===== config.mk =====
export PLATFORM = sky130hd
export DESIGN_NAME = lcd_hex_frame_driver
export DESIGN_NICKNAME = d
export VERILOG_FILES = /design/src/rtl/lcd_hex_frame_driver.sv
export SDC_FILE = /design/constraint.sdc
export NUM_CORES = 1
export LEC_CHECK = 0
export ABC_AREA = 1
export CORE_MARGIN = 2
export CORE_UTILIZATION = 50
export CTS_CLUSTER_DIAMETER = 40
export DETAILED_ROUTE_END_ITERATION = 16
export HOLD_SLACK_MARGIN = 0.15
export PLACE_DENSITY = 0.7
export SYNTH_ARGS = -nofsm -noshare
export SYNTH_HDL_FRONTEND = slang
export SYNTH_SLANG_ARGS = --single-unit

===== constraint.sdc =====
create_clock -name clk -period 3.1 [get_ports clk]
set_input_delay 0.62 -clock clk [delete_from_list [all_inputs] [get_ports clk]]
set_output_delay 0.62 -clock clk [all_outputs]
set_load 0.005 [all_outputs]

===== src/rtl/lcd_hex_frame_driver.sv =====
// HD44780 write-only bus sequencer: power-up init, then shows a WIDTH-bit value as
// upper-case hex on line 1, with one-deep buffering of display updates.
module lcd_hex_frame_driver #(
    parameter int WIDTH         = 32,
    parameter int INIT_WAIT_CYC = 750000,
    parameter int E_PULSE_CYC   = 12,
    parameter int CMD_WAIT_CYC  = 2000,
    parameter int CLR_WAIT_CYC  = 80000
) (
    input  logic             clk,
    input  logic             reset,
    input  logic [WIDTH-1:0] data,
    input  logic             update,
    output logic             busy,
    output logic             lcd_rs,
    output logic             lcd_rw,
    output logic             lcd_e,
    output logic [7:0]       lcd_d
);

    localparam int NCH = WIDTH / 4;

    typedef enum logic [2:0] {
        ST_PWRUP,
        ST_INIT,
        ST_IDLE,
        ST_HOME,
        ST_CHARS
    } state_t;

    typedef enum logic [1:0] {
        PH_SETUP,
        PH_STROBE,
        PH_WAIT
    } phase_t;

    state_t           r_state, w_state;
    phase_t           r_ph, w_ph;
    logic [31:0]      r_cnt, w_cnt;
    logic [4:0]       r_idx, w_idx;
    logic [7:0]       r_lcd_d, w_lcd_d;
    logic             r_lcd_rs, w_lcd_rs;
    logic             r_lcd_e, w_lcd_e;
    logic             r_pend, w_pend;
    logic [WIDTH-1:0] r_frame, w_frame;
    logic [WIDTH-1:0] r_pdata, w_pdata;

    logic [4:0]       w_idx_inc;
    logic             w_is_clr;
    logic             w_last;
    logic             w_refresh;
    logic [WIDTH-1:0] w_src;

    function automatic logic [7:0] hex_char(input logic [3:0] n);
        if (n < 4'd10)
            return 8'h30 + {4'h0, n};
        else
            return 8'h37 + {4'h0, n};
    endfunction

    // Character i of the frame, most significant nibble first.
    function automatic logic [3:0] nib(input logic [WIDTH-1:0] f, input logic [4:0] i);
        logic [WIDTH-1:0] s;
        s = f << {i, 2'b00};
        return s[WIDTH-1:WIDTH-4];
    endfunction

    function automatic logic [7:0] init_cmd(input logic [1:0] i);
        case (i)
            2'd0:    return 8'h38;
            2'd1:    return 8'h0C;
            2'd2:    return 8'h06;
            default: return 8'h01;
        endcase
    endfunction

    always_ff @(posedge clk) begin
        if (reset) begin
            r_state  <= ST_PWRUP;
            r_ph     <= PH_SETUP;
            r_cnt    <= 32'(INIT_WAIT_CYC - 1);
            r_idx    <= '0;
            r_lcd_d  <= 8'h00;
            r_lcd_rs <= 1'b0;
            r_lcd_e  <= 1'b0;
            r_pend   <= 1'b0;
        end else begin
            r_state  <= w_state;
            r_ph     <= w_ph;
            r_cnt    <= w_cnt;
            r_idx    <= w_idx;
            r_lcd_d  <= w_lcd_d;
            r_lcd_rs <= w_lcd_rs;
            r_lcd_e  <= w_lcd_e;
            r_pend   <= w_pend;
        end
    end

    always_ff @(posedge clk) begin
        r_frame <= w_frame;
        r_pdata <= w_pdata;
    end

    always_comb begin
        w_state   = r_state;
        w_ph      = r_ph;
        w_cnt     = r_cnt;
        w_idx     = r_idx;
        w_lcd_d   = r_lcd_d;
        w_lcd_rs  = r_lcd_rs;
        w_lcd_e   = r_lcd_e;
        w_pend    = r_pend;
        w_frame   = r_frame;
        w_pdata   = r_pdata;
        w_idx_inc = r_idx + 5'd1;
        w_is_clr  = (r_state == ST_INIT) && (r_idx == 5'd3);
        w_last    = w_is_clr || ((r_state == ST_CHARS) && (r_idx == 5'(NCH - 1)));
        // A request arriving in the same cycle as frame end is newer than the buffer.
        w_refresh = update || r_pend;
        w_src     = update ? data : r_pdata;

        if (update) begin
            if (r_state == ST_IDLE) begin
                w_frame = data;
            end else begin
                w_pdata = data;
                w_pend  = 1'b1;
            end
        end

        case (r_state)
            ST_PWRUP: begin
                if (r_cnt == '0) begin
                    w_state  = ST_INIT;
                    w_ph     = PH_SETUP;
                    w_idx    = '0;
                    w_lcd_d  = init_cmd(2'd0);
                    w_lcd_rs = 1'b0;
                end else begin
                    w_cnt = r_cnt - 32'd1;
                end
            end
            ST_IDLE: begin
                if (update) begin
                    w_state  = ST_HOME;
                    w_ph     = PH_SETUP;
                    w_lcd_d  = 8'h80;
                    w_lcd_rs = 1'b0;
                end
            end
            default: begin
                case (r_ph)
                    PH_SETUP: begin
                        w_ph    = PH_STROBE;
                        w_lcd_e = 1'b1;
                        w_cnt   = 32'(E_PULSE_CYC - 1);
                    end
                    PH_STROBE: begin
                        if (r_cnt == '0) begin
                            w_ph    = PH_WAIT;
                            w_lcd_e = 1'b0;
                            w_cnt   = w_is_clr ? 32'(CLR_WAIT_CYC - 1) : 32'(CMD_WAIT_CYC - 1);
                        end else begin
                            w_cnt = r_cnt - 32'd1;
                        end
                    end
                    default: begin
                        if (r_cnt != '0) begin
                            w_cnt = r_cnt - 32'd1;
                        end else begin
                            w_ph = PH_SETUP;
                            if (w_last) begin
                                if (w_refresh) begin
                                    w_frame  = w_src;
                                    w_pend   = 1'b0;
                                    w_state  = ST_HOME;
                                    w_lcd_d  = 8'h80;
                                    w_lcd_rs = 1'b0;
                                end else begin
                                    w_state = ST_IDLE;
                                end
                            end else if (r_state == ST_INIT) begin
                                w_idx   = w_idx_inc;
                                w_lcd_d = init_cmd(w_idx_inc[1:0]);
                            end else if (r_state == ST_HOME) begin
                                w_state  = ST_CHARS;
                                w_idx    = '0;
                                w_lcd_d  = hex_char(nib(r_frame, 5'd0));
                                w_lcd_rs = 1'b1;
                            end else begin
                                w_idx   = w_idx_inc;
                                w_lcd_d = hex_char(nib(r_frame, w_idx_inc));
                            end
                        end
                    end
                endcase
            end
        endcase
    end

    assign busy   = (r_state != ST_IDLE) || r_pend;
    assign lcd_rs = r_lcd_rs;
    assign lcd_rw = 1'b0;
    assign lcd_e  = r_lcd_e;
    assign lcd_d  = r_lcd_d;

endmodule

Yosys cells after proc, flatten, opt, wreduce, memory -nomap -nowiden --
Cells that the tools add are included.
Cells by class: $add $sub $neg 6, order comparisons 2, equal/unequal tests 23, shift-type cells 1, multiplexer cells 65, bitwise operators 2, reductions and logical operators 23
Operators with widths (count):
- $mux W32 | 11
- $pmux W32 S2 | 2
- $mux W8 | 8
- $logic_not A32 Y1 | 1
- $reduce_bool A32 Y1 | 1
- $shl A32 B7 Y32 | 1
- $sub A32 B1 Y32 const B | 1
- $mux W5 | 6
- $add A6 B4 Y7 const A | 4
- $mux W3 | 7
- $pmux W6 S3 | 1
- $mux W17 | 1
- $mux W1 | 16
- $pmux W8 S2 | 1
- $mux W7 | 2
- $pmux W5 S2 | 1
- $reduce_and A5 Y1 | 2
- $lt A4 B4 Y1 const B | 2
- $mux W2 | 4
- $ne A2 B2 Y1 const B | 4
- $pmux W2 S2 | 2
- $reduce_bool A4 Y1 | 2
- $reduce_and A7 Y1 | 1
- $eq A3 B2 Y1 const B | 2
- 27 further kinds | 39
Storage, ports and cells: bits in registers 117, input port bits 35, output and inout bits 12, word-level logic and storage cells 132

Longest topological paths before layout --
Gate-level depths: netlist of run 1.
word-level depth 10, depth in mapped cells 17, mapped depth without buffers 15

Worst setup path before layout of run 1 --
No wires, ideal clock.
path kind input to register, from input update, to register r_pdata[0] (enable), setup time 421 ps, data arrival time 2498 ps, required time 2679 ps, setup slack 181 ps, cell stages on the path 4, buffers on the path 2, cells stage by stage clkbuf_1 > inv_1 > clkbuf_1 > nor2_1
Between the ends: longest elaborated chain between the ends 1
Ends and longest elaborated chain:
- start, declared | line 13 | input logic update,
- $reduce_and A2 Y1 (no line)
- end signal, assigned | line 101 | r_pdata <= w_pdata;
- end, declared | line 46 | logic [WIDTH-1:0] r_pdata, w_pdata;
No other way between the ends. A chain may end at the register's enable or synchronous reset.

Final worst setup path of run 1 --
from register r_state[2], to output busy
Between the ends: longest elaborated chain between the ends 2
Ends and longest elaborated chain:
- start, declared | line 37 | state_t r_state, w_state;
- start signal, assigned | line 88 | r_state <= w_state;
- $ne A3 B2 Y1 | line 201 | assign busy = (r_state != ST_IDLE) || r_pend;
- $logic_or A1 B1 Y1 | line 201
- end, declared | line 14 | output logic busy,
No other way between the ends.

==> results of run 1 <==
## flip-flops by register name, summed over array words and instances, names as in the netlist
register,cells
lcd_rs,1
r_idx,5
r_cnt,32
r_state,3
lcd_d,8
r_pend,1
lcd_e,1
r_frame,32
r_ph,2
r_pdata,32
## through the flow
step	power, mW	hold slack [ns]	setup slack [ns]	std cells	utilization (%)
3_5_place_dp	3.44	0.461	0.750	1013	56.4
4_1_cts	5.35	0.469	0.382	1044	61.0
2_1_floorplan	3.05	0.442	0.181	822	-
3_3_place_gp	3.39	0.456	0.782	1013	56.4
5_1_grt	5.64	0.501	0.258	1044	61.0
6_report	5.32	0.466	0.379	1044	61.0
## how the worst min path moves through the flow
stage	cells after the start	start	slack (ns)	to
after CTS	2	lcd_d[2]	0.47	lcd_d[2]
final	2	lcd_d[2]	0.47	lcd_d[2]
after global placement	2	r_cnt[0]	0.46	r_cnt[0]
after floorplan	2	r_cnt[0]	0.44	r_cnt[0]
after global routing	2	lcd_d[1]	0.50	lcd_d[1]
after detailed placement	2	lcd_d[2]	0.46	lcd_d[2]
## cell usage in the layout (no fill, tap or decap), types with 33 or more instances in the layout
cell,instances
or2_2,33
clkdlybuf4s50_1,45
dfxtp_1,85
nor2_1,74
a21oi_1,36
nand2_1,160
inv_1,77
o21ai_0,52
nand3_1,58
o211ai_1,36
## layout make-up
| type | instances | share of cell area (%) |
|---|---|---|
| multi-input cells | 588 | 41.9 |
| flip-flops and latches | 117 | 36.0 |
| repair buffers | 55 | 7.28 |
| clock buffers | 21 | 6.09 |
| inverters | 85 | 4.35 |
| well taps | 168 | 2.84 |
| clock inverters | 10 | 1.49 |
## report_power, final
part           total, mW  internal [mW]  switching [mW]
Sequential          2.09           1.91           0.175
Combinational       1.35          0.533           0.821
Clock               1.88           1.19           0.692
## worst max-delay path: stages, from the launching register on
cell             delay [ns]
dfxtp_1                0.35
nor2_2                 0.19
inv_2                  0.09
nor2_2                 0.23
inv_2                  0.07
or2_2                  0.30
clkdlybuf4s50_1        0.46
## kinds of logic (layout without fill, tap and decap cells)
logic type / after synthesis / count (layout)
simple gates: 384 / 384
compound gates: 171 / 171
flops: 117 / 117
buf+inv: 117 / 171
xor+xnor: 19 / 19
mux: 7 / 7
fa+ha+maj: 6 / 6
other cells: 1 / 1
## synth_stat cells (4+ instances only)
library cell	count	area, um^2
o21ai_0	52	260
inv_2	6	22.5
buf_2	8	40.0
a21oi_1	36	180
nand3_1	58	290
nor2_2	17	106
inv_1	77	289
dfxtp_1	85	1700
nor3_1	9	45.0
xor2_1	14	123
nand2_2	5	31.3
clkbuf_1	17	63.8
o211ai_1	36	270
xnor2_1	4	35.0
a31oi_1	5	31.3
nand4_1	12	75.1
mux2i_1	7	70.1
o21ai_1	32	160
buf_4	4	30.0
nor2_1	75	282
nand2_1	160	601
ha_1	6	75.1
edfxtp_1	32	961
or2_2	33	206
## per-layer routing
layer  vias up  part of all wire, %  GRT usage, %
met2       140                   50          41.6
met3        29                  4.5          6.07
met1      2671                   43          28.3
met4         0                  2.5          9.68
li1       2839                    -             -
met5         -                    0             0
==> flow_metrics.env, run 1 <==
export IMPL_synth_enable_flop_cells=32
export IMPL_maxCapViolCount=0
export IMPL_cts_root_buf="clkbuf_16"
export IMPL_clk_pin_slew_ns=0.05
export IMPL_fin_crit_sh_pct=87.8
export IMPL_place_area_um2=6830
export IMPL_seqCellArea_um2=2660
export IMPL_crit_end="busy"
export IMPL_startpoint_type="register"
export IMPL_ant_nets=0
export IMPL_numPortBuffers=45
export IMPL_nets=905
export IMPL_fp_dieW_um=116
export IMPL_synth_top_family_by_area="simple AND/OR/NAND/NOR gates"
export IMPL_cts_tree="done"
export IMPL_crit_arrival_ns=2.10
export IMPL_syn_inst=822
export IMPL_grt_overflow_total=0
export IMPL_synth_xor_area_share_pct=2.78
export IMPL_dpl_hpwl_um=10300
export IMPL_fin_area_um2=7390
export IMPL_fin_tns_setup_ns=0
export IMPL_r2r_end="r_cnt[7]"
export IMPL_yosys_area_share_simple_pct=28.6
export IMPL_die_h_um=116
export IMPL_synth_avg_cell_area_um2=7.60
export IMPL_rsz0062_at_grt="no"
export IMPL_grtUsageTotal_pct=23.9
export IMPL_synthMuxAreaShare_pct=1.12
export IMPL_cts_resized=0
export IMPL_crit_type="reg -> out"
export IMPL_core_area_um2=12100
export IMPL_hold_viol_final=0
export IMPL_ctsHoldBuffers=0
export IMPL_ys_seq_area_share_pct=42.6
export IMPL_grt_max_degree=65
export IMPL_max_slew_worst_pin_slew_ns=0.571
export IMPL_rr_worst_depth=10
export IMPL_drcViolationCount=0
export IMPL_cp_end_kind="primary output"
export IMPL_io_pins=47
export IMPL_grt_pass1_vias=5574
export IMPL_grt_first_pass_wirelength_um=25400
export IMPL_irDropWorstVdd_mv=0.403
export IMPL_clock_fmax_mhz=367
export IMPL_synthArstFlopShare_pct=0
export IMPL_syn2layout_area_growth_pct=18.3
export IMPL_power_density_nw_per_um2=720
export IMPL_drive_gt1_share_pct=13.5
export IMPL_synth_cell_types=46
export IMPL_r2r_slack_ns=0.61
export IMPL_synth_ff_type="dfxtp_1"
export IMPL_clockBufferDepth=2
export IMPL_syn_num_nets=863
export IMPL_status="finished, final reports clean"
export IMPL_skew_ns=0.00876
export IMPL_h_tree_depth=4
export IMPL_post_drt_wl_per_cell_um=14.4
export IMPL_relSlewSlack_pct=61.9
export IMPL_finalMaxSlewViolations=0
export IMPL_syn_area_um2=6250
export IMPL_vias=5679
export IMPL_antennaDiodeCount=0
export IMPL_antenna_found_initial=0
export IMPL_synth_compound_area_share_pct=15.8
export IMPL_globalplace_congestion=0.895
export IMPL_vias_per_cell=5.44
export IMPL_dieArea_um2=13400
export IMPL_cts_sinks=117
export IMPL_synth_seq_cells=117
export IMPL_synthAdderAreaFrac_pct=1.20
export IMPL_p_leak_nw=3.03
export IMPL_period_minus_slack_ns=2.72
export IMPL_drt_total_wl_um=15000
export IMPL_crit_path_max_fanout=5
export IMPL_drt_initial_drc_count=421
export IMPL_cp_data_required_time_ns=2.48
export IMPL_post_cts_setup_buffers=0
export IMPL_multi_input_area_um2=3100
export IMPL_reg2reg_from="r_idx[0]"
export IMPL_cts_made_buffers=17
export IMPL_drtPass1Iterations=5
export IMPL_initial_core_util_pct=51.6
export IMPL_yosys_warnings=0
export IMPL_worstSkewPairLatency_ns=0.43
export IMPL_cp_startpoint="r_state[2]"
export IMPL_hold_path_class="reg -> reg"
export IMPL_num_rows=40
export IMPL_fillers=1093
export IMPL_finalSetupViolations=0
Note: power is estimated with default switching activity, not from simulation.
==> run 2, diff against run 1 <==
--- a/config.mk
+++ b/config.mk
@@ -11,7 +11,7 @@
 export CTS_CLUSTER_DIAMETER = 40
 export DETAILED_ROUTE_END_ITERATION = 16
 export HOLD_SLACK_MARGIN = 0.15
-export PLACE_DENSITY = 0.7
+export PLACE_DENSITY = 0.67
 export SYNTH_ARGS = -nofsm -noshare
 export SYNTH_HDL_FRONTEND = slang
 export SYNTH_SLANG_ARGS = --single-unit
==> flow_metrics.env, run 2 (synthesized netlist as in run 1, its figures left out) <==
export IMPL_status="finished, final reports clean"
export IMPL_vias_per_cell=5.35
export IMPL_relSlewSlack_pct=56.9
export IMPL_nets=905
export IMPL_ctsHoldBuffers=0
export IMPL_fillers=1088
export IMPL_fp_dieW_um=116
export IMPL_rsz0062_at_grt="no"
export IMPL_crit_type="reg -> out"
export IMPL_antenna_found_initial=0
export IMPL_grt_max_degree=65
export IMPL_io_pins=47
export IMPL_p_leak_nw=3.07
export IMPL_drt_initial_drc_count=439
export IMPL_final_common_cell="nand2_1"
export IMPL_clock_fmax_mhz=366
export IMPL_h_tree_depth=4
export IMPL_grt_pass1_vias=5550
export IMPL_reg_largest_list="r_cnt x32, r_frame x32, r_pdata x32"
export IMPL_drive_gt1_share_pct=13.6
export IMPL_skew_ns=0.00816
export IMPL_final_cell_mix="nand2_1, dfxtp_1, inv_1, nor2_1, nand3_1"
export IMPL_hold_path_class="reg -> reg"
export IMPL_max_stage_delay_ns=0.46
export IMPL_numPortBuffers=45
export IMPL_syn2layout_area_growth_pct=19.0
export IMPL_irDropWorstVdd_mv=0.524
export IMPL_max_slew_worst_pin_slew_ns=0.646
export IMPL_clk_pin_slew_ns=0.05
export IMPL_drt_total_wl_um=15000
export IMPL_power_density_nw_per_um2=738
export IMPL_num_rows=40
export IMPL_cts_made_buffers=17
export IMPL_cp_cell_sequence="inv_1, nor2_2, inv_2, or2_2, clkdlybuf4s50_1"
export IMPL_globalplace_congestion=0.871
export IMPL_cp_slowest_cell="clkdlybuf4s50_1"
export IMPL_cp_end_kind="primary output"
export IMPL_preCtsSetupSlack_ns=0.651
export IMPL_post_drt_wl_per_cell_um=14.4
export IMPL_antennaDiodeCount=0
export IMPL_period_minus_slack_ns=2.73
export IMPL_ant_nets=0
export IMPL_die_h_um=116
export IMPL_crit_path_max_fanout=6
export IMPL_cts_resized=0
export IMPL_post_cts_setup_buffers=0
export IMPL_grt_overflow_total=0
export IMPL_maxCapViolCount=0
export IMPL_clockBufferDepth=2
export IMPL_grtUsageTotal_pct=24.1
export IMPL_fin_crit_sh_pct=88.2
export IMPL_crit_arrival_ns=2.11
export IMPL_cts_root_buf="clkbuf_16"
export IMPL_dpl_hpwl_um=10200
export IMPL_worstSkewPairLatency_ns=0.41
export IMPL_core_area_um2=12100
export IMPL_finalSetupViolations=0
export IMPL_drcViolationCount=0
export IMPL_finalMaxSlewViolations=0
export IMPL_whs_path_depth=2
export IMPL_initial_core_util_pct=51.6
export IMPL_hold_viol_final=0
export IMPL_startpoint_type="register"
export IMPL_rr_worst_depth=12
export IMPL_cts_sinks=117
export IMPL_cts_tree="done"
export IMPL_timing_final_ws_setup_ns=0.365
export IMPL_drtPass1Iterations=6
export IMPL_cp_data_required_time_ns=2.48
export IMPL_dieArea_um2=13400
export IMPL_grt_first_pass_wirelength_um=25600
export IMPL_vias=5593
export IMPL_fin_tns_setup_ns=0
## run 2: cell count changes in the layout (fill, tap and decap cells not counted)
cell	before	now
buf_4	9	10
clkinv_2	6	7
clkinv_4	0	1
bufinv_16	2	4
clkbuf_8	1	2
buf_12	1	0
clkinvlp_4	4	0
## run 2: where the power goes
| group | leakage [nW] | total, mW | internal, mW | switching (mW) |
|---|---|---|---|---|
| sequential | 1.01 | 2.08 | 1.91 | 0.172 |
| combinational | 1.75 | 1.34 | 0.532 | 0.805 |
| clock | 0.308 | 2.07 | 1.38 | 0.687 |
| total | 3.07 | 5.49 | 3.82 | 1.66 |
## run 2: final timing paths
| kind | startpoint | endpoint | slack, ns |
|---|---|---|---|
| setup / recovery | r_state[1] | busy | 0.37 |
| hold / removal | lcd_d[2] | lcd_d[2] | 0.47 |
| setup reg to reg | r_cnt[0] | r_frame[26] | 0.60 |
| hold reg to reg | lcd_d[2] | lcd_d[2] | 0.47 |
## run 2: per-layer routing
| metal | share of wire (%) | GRT usage [%] | vias up |
|---|---|---|---|
| met2 | 51 | 42.8 | 152 |
| met1 | 43 | 28.1 | 2577 |
| li1 | - | - | 2837 |
| met4 | 2.1 | 9.37 | 0 |
| met5 | 0 | 0 | - |
| met3 | 4.1 | 5.91 | 27 |
## run 2: cell type report
cell class / count / area [um^2] / area share, %
inverters: 85 / 322 / 4.32
repair buffers: 55 / 526 / 7.07
multi-input cells: 588 / 3100 / 41.7
clock buffers: 22 / 464 / 6.24
flip-flops and latches: 117 / 2660 / 35.8
clock inverters: 10 / 154 / 2.07
well taps: 168 / 210 / 2.83
## run 2: worst max-delay path, delay by kind of cell, from the launching register on
family	cells	cell delay, ns
buffers and inverters	3	0.70
DFF	1	0.38
and+or+nand+nor	2	0.62
## run 2: metrics by stage
step / util [%] / cells / power (mW) / hold slack (ns) / area (um^2)
4_1_cts: 61.4 / 1045 / 5.52 / 0.472 / 7440
2_1_floorplan: - / 822 / 3.05 / 0.442 / 6250
3_3_place_gp: 56.3 / 1013 / 3.38 / 0.456 / 6820
3_5_place_dp: 56.3 / 1013 / 3.42 / 0.465 / 6820
6_report: 61.4 / 1045 / 5.49 / 0.468 / 7440
5_1_grt: 61.4 / 1045 / 5.84 / 0.497 / 7440
==> run 3, diff against run 2 <==
--- a/config.mk
+++ b/config.mk
@@ -5,13 +5,13 @@
 export SDC_FILE = /design/constraint.sdc
 export NUM_CORES = 1
 export LEC_CHECK = 0
-export ABC_AREA = 1
 export CORE_MARGIN = 2
-export CORE_UTILIZATION = 50
+export CORE_UTILIZATION = 35
 export CTS_CLUSTER_DIAMETER = 40
 export DETAILED_ROUTE_END_ITERATION = 16
+export GPL_TIMING_DRIVEN = 0
 export HOLD_SLACK_MARGIN = 0.15
-export PLACE_DENSITY = 0.67
+export PLACE_DENSITY = 0.5
 export SYNTH_ARGS = -nofsm -noshare
 export SYNTH_HDL_FRONTEND = slang
 export SYNTH_SLANG_ARGS = --single-unit
==> flow_metrics.env, run 3 <==
export IMPL_status="complete, but fails checks"
export IMPL_violations="setup timing"
export IMPL_grt_overflow_total=0
export IMPL_grt_first_pass_wirelength_um=25100
export IMPL_p_leak_nw=2.72
export IMPL_dieArea_um2=17300
export IMPL_antennaDiodeCount=0
export IMPL_finalMaxSlewViolations=0
export IMPL_period_minus_slack_ns=3.12
export IMPL_clock_fmax_mhz=320
export IMPL_nets=709
export IMPL_dpl_hpwl_um=10400
export IMPL_synth_avg_cell_area_um2=9.82
export IMPL_synth_top_area_share_pct=30.0
export IMPL_crit_path_max_fanout=10
export IMPL_post_place_cells=839
export IMPL_core_area_um2=15900
export IMPL_globalplace_congestion=0.872
export IMPL_seqCellArea_um2=2670
export IMPL_cts_tree="done"
export IMPL_synth_enable_flop_cells=32
export IMPL_crit_arrival_ns=3.43
export IMPL_crit_type="reg -> reg"
export IMPL_multi_input_area_um2=3040
export IMPL_synth_most_common_cell="dfxtp_1"
export IMPL_die_h_um=131
export IMPL_syn_num_nets=619
export IMPL_maxCapViolCount=0
export IMPL_post_drt_wl_per_cell_um=17.3
export IMPL_vias=4844
export IMPL_synth_ff_type="dfxtp_1"
export IMPL_netlist_top_cells_count="dfxtp_1, nor2_1, o21a_1, o22a_1"
export IMPL_final_cell_mix="dfxtp_1, nor2_1, clkdlybuf4s50_1, o21a_1, o22a_1"
export IMPL_rsz0062_at_grt="yes"
export IMPL_fin_crit_sh_pct=101
export IMPL_preCtsSetupSlack_ns=-0.774
export IMPL_grt_pass1_vias=4836
export IMPL_antenna_found_initial=0
export IMPL_yosys_warnings=0
export IMPL_reg_largest_list="r_cnt x32, r_frame x32, r_pdata x32"
export IMPL_drtPass1Iterations=6
export IMPL_syn_inst=578
export IMPL_cts_root_buf="clkbuf_16"
export IMPL_cp_end_kind="register"
export IMPL_max_slew_worst_pin_slew_ns=0.919
export IMPL_grtUsageTotal_pct=18.4
export IMPL_relSlewSlack_pct=38.1
export IMPL_clockBufferDepth=2
export IMPL_ant_nets=0
export IMPL_synthArstFlopShare_pct=0
export IMPL_startpoint_type="register"
export IMPL_grt_max_degree=33
export IMPL_synth_area_leaders="dfxtp_1, edfxtp_1, o22a_1"
export IMPL_finalSetupViolations=3
export IMPL_initial_core_util_pct=35.7
export IMPL_fin_tns_setup_ns=-0.0360
export IMPL_cp_data_required_time_ns=3.40
export IMPL_num_rows=46
export IMPL_cts_sinks=117
export IMPL_finalPower_mw=4.06
export IMPL_io_pins=47
export IMPL_hold_viol_final=0
export IMPL_ys_seq_area_share_pct=46.9
export IMPL_h_tree_depth=4
export IMPL_fp_dieW_um=131
export IMPL_hold_path_class="reg -> reg"
export IMPL_drt_total_wl_um=15500
export IMPL_synth_largest_area_cell="dfxtp_1"
export IMPL_fin_util_pct=47.8
export IMPL_synth_seq_cells=117
export IMPL_irDropWorstVdd_mv=0.396
export IMPL_ctsHoldBuffers=0
export IMPL_clk_pin_slew_ns=0.05
export IMPL_timing_final_ws_setup_ns=-0.0210
export IMPL_final_common_cell="dfxtp_1"
export IMPL_vias_per_cell=5.40
export IMPL_drive_gt1_share_pct=18.6
export IMPL_drt_initial_drc_count=326
export IMPL_drcViolationCount=0
export IMPL_cts_made_buffers=17
export IMPL_syn2layout_area_growth_pct=33.8
export IMPL_fillers=1536
export IMPL_power_density_nw_per_um2=535
export IMPL_syn_area_um2=5680
export IMPL_skew_ns=0.0127
export IMPL_finalNonFillerCells=897
export IMPL_numPortBuffers=45
export IMPL_worstSkewPairLatency_ns=0.42
export IMPL_synth_cell_types=67
-- run 3: power breakdown --
group	internal, mW	total (mW)	switching, mW
logic	0.144	0.252	0.108
registers	1.66	1.71	0.0507
clock network	1.41	2.10	0.691
total	3.21	4.06	0.850
-- run 3: final timing paths --
| kind | from | endpoint | slack (ns) | cells past startpoint |
|---|---|---|---|---|
| min | r_cnt[11] | r_cnt[11] | 0.46 | 2 |
| min reg2reg | r_cnt[11] | r_cnt[11] | 0.46 | 2 |
| max reg2reg | r_cnt[0] | r_cnt[23] | -0.02 | 11 |
| max | r_cnt[0] | r_cnt[23] | -0.02 | 11 |
-- run 3: kinds of logic (layout without fill, tap and decap cells) --
group	count (synthesis)	count (layout)	share of synthesized area [%]
and+or+nand+nor	194	194	17.8
other	1	1	0.0661
buffers and inverters	46	149	3.35
AOI/OAI and AO/OA	173	173	21.9
xor gates and xnor gates	22	22	3.39
muxes	19	19	5.20
adders and majority gates	6	6	1.32
DFF	117	117	46.9
-- run 3: timing repair --
item | CTS | global route
gates cloned | 5 | 1
endpoints found under the setup margin | 77 | 73
buffers inserted | 15 | 9
gates resized for setup | 59 | 32
pin swaps | 19 | 12
-- run 3: cell type report --
cell class	instances	area share, %
buffer	30	2.80
clock buffer	20	5.75
clock inverter	12	2.44
inverter	12	0.626
multi-input combinational	415	40.0
sequential	117	35.2
tap	216	3.56
timing repair buffer	75	9.72
-- run 3: worst max-delay path, stage by stage (launching register included) --
cell      delay (ns)
dfxtp_4         0.35
inv_4           0.05
ha_4            0.12
or4b_4          0.46
or4b_4          0.54
buf_4           0.17
nor3_4          0.33
a31oi_1         0.31
clkbuf_2        0.30
nand4_1         0.16
xor2_1          0.16
nor2_1          0.05
-- run 3: routing by layer --
layer	track usage, %	routed length [um]	up-vias
met5	0	0	-
met4	6.58	246	0
met1	23.6	7260	2370
met2	30.4	7430	99
li1	-	-	2353
met3	4.59	572	22
-- run 3: metrics by stage --
step	hold slack (ns)	cell area (um^2)
after floorplan	0.435	5680
after global placement	0.445	6400
after detailed placement	0.453	6400
after CTS	0.464	7380
after global routing	0.475	7600
final	0.461	7600
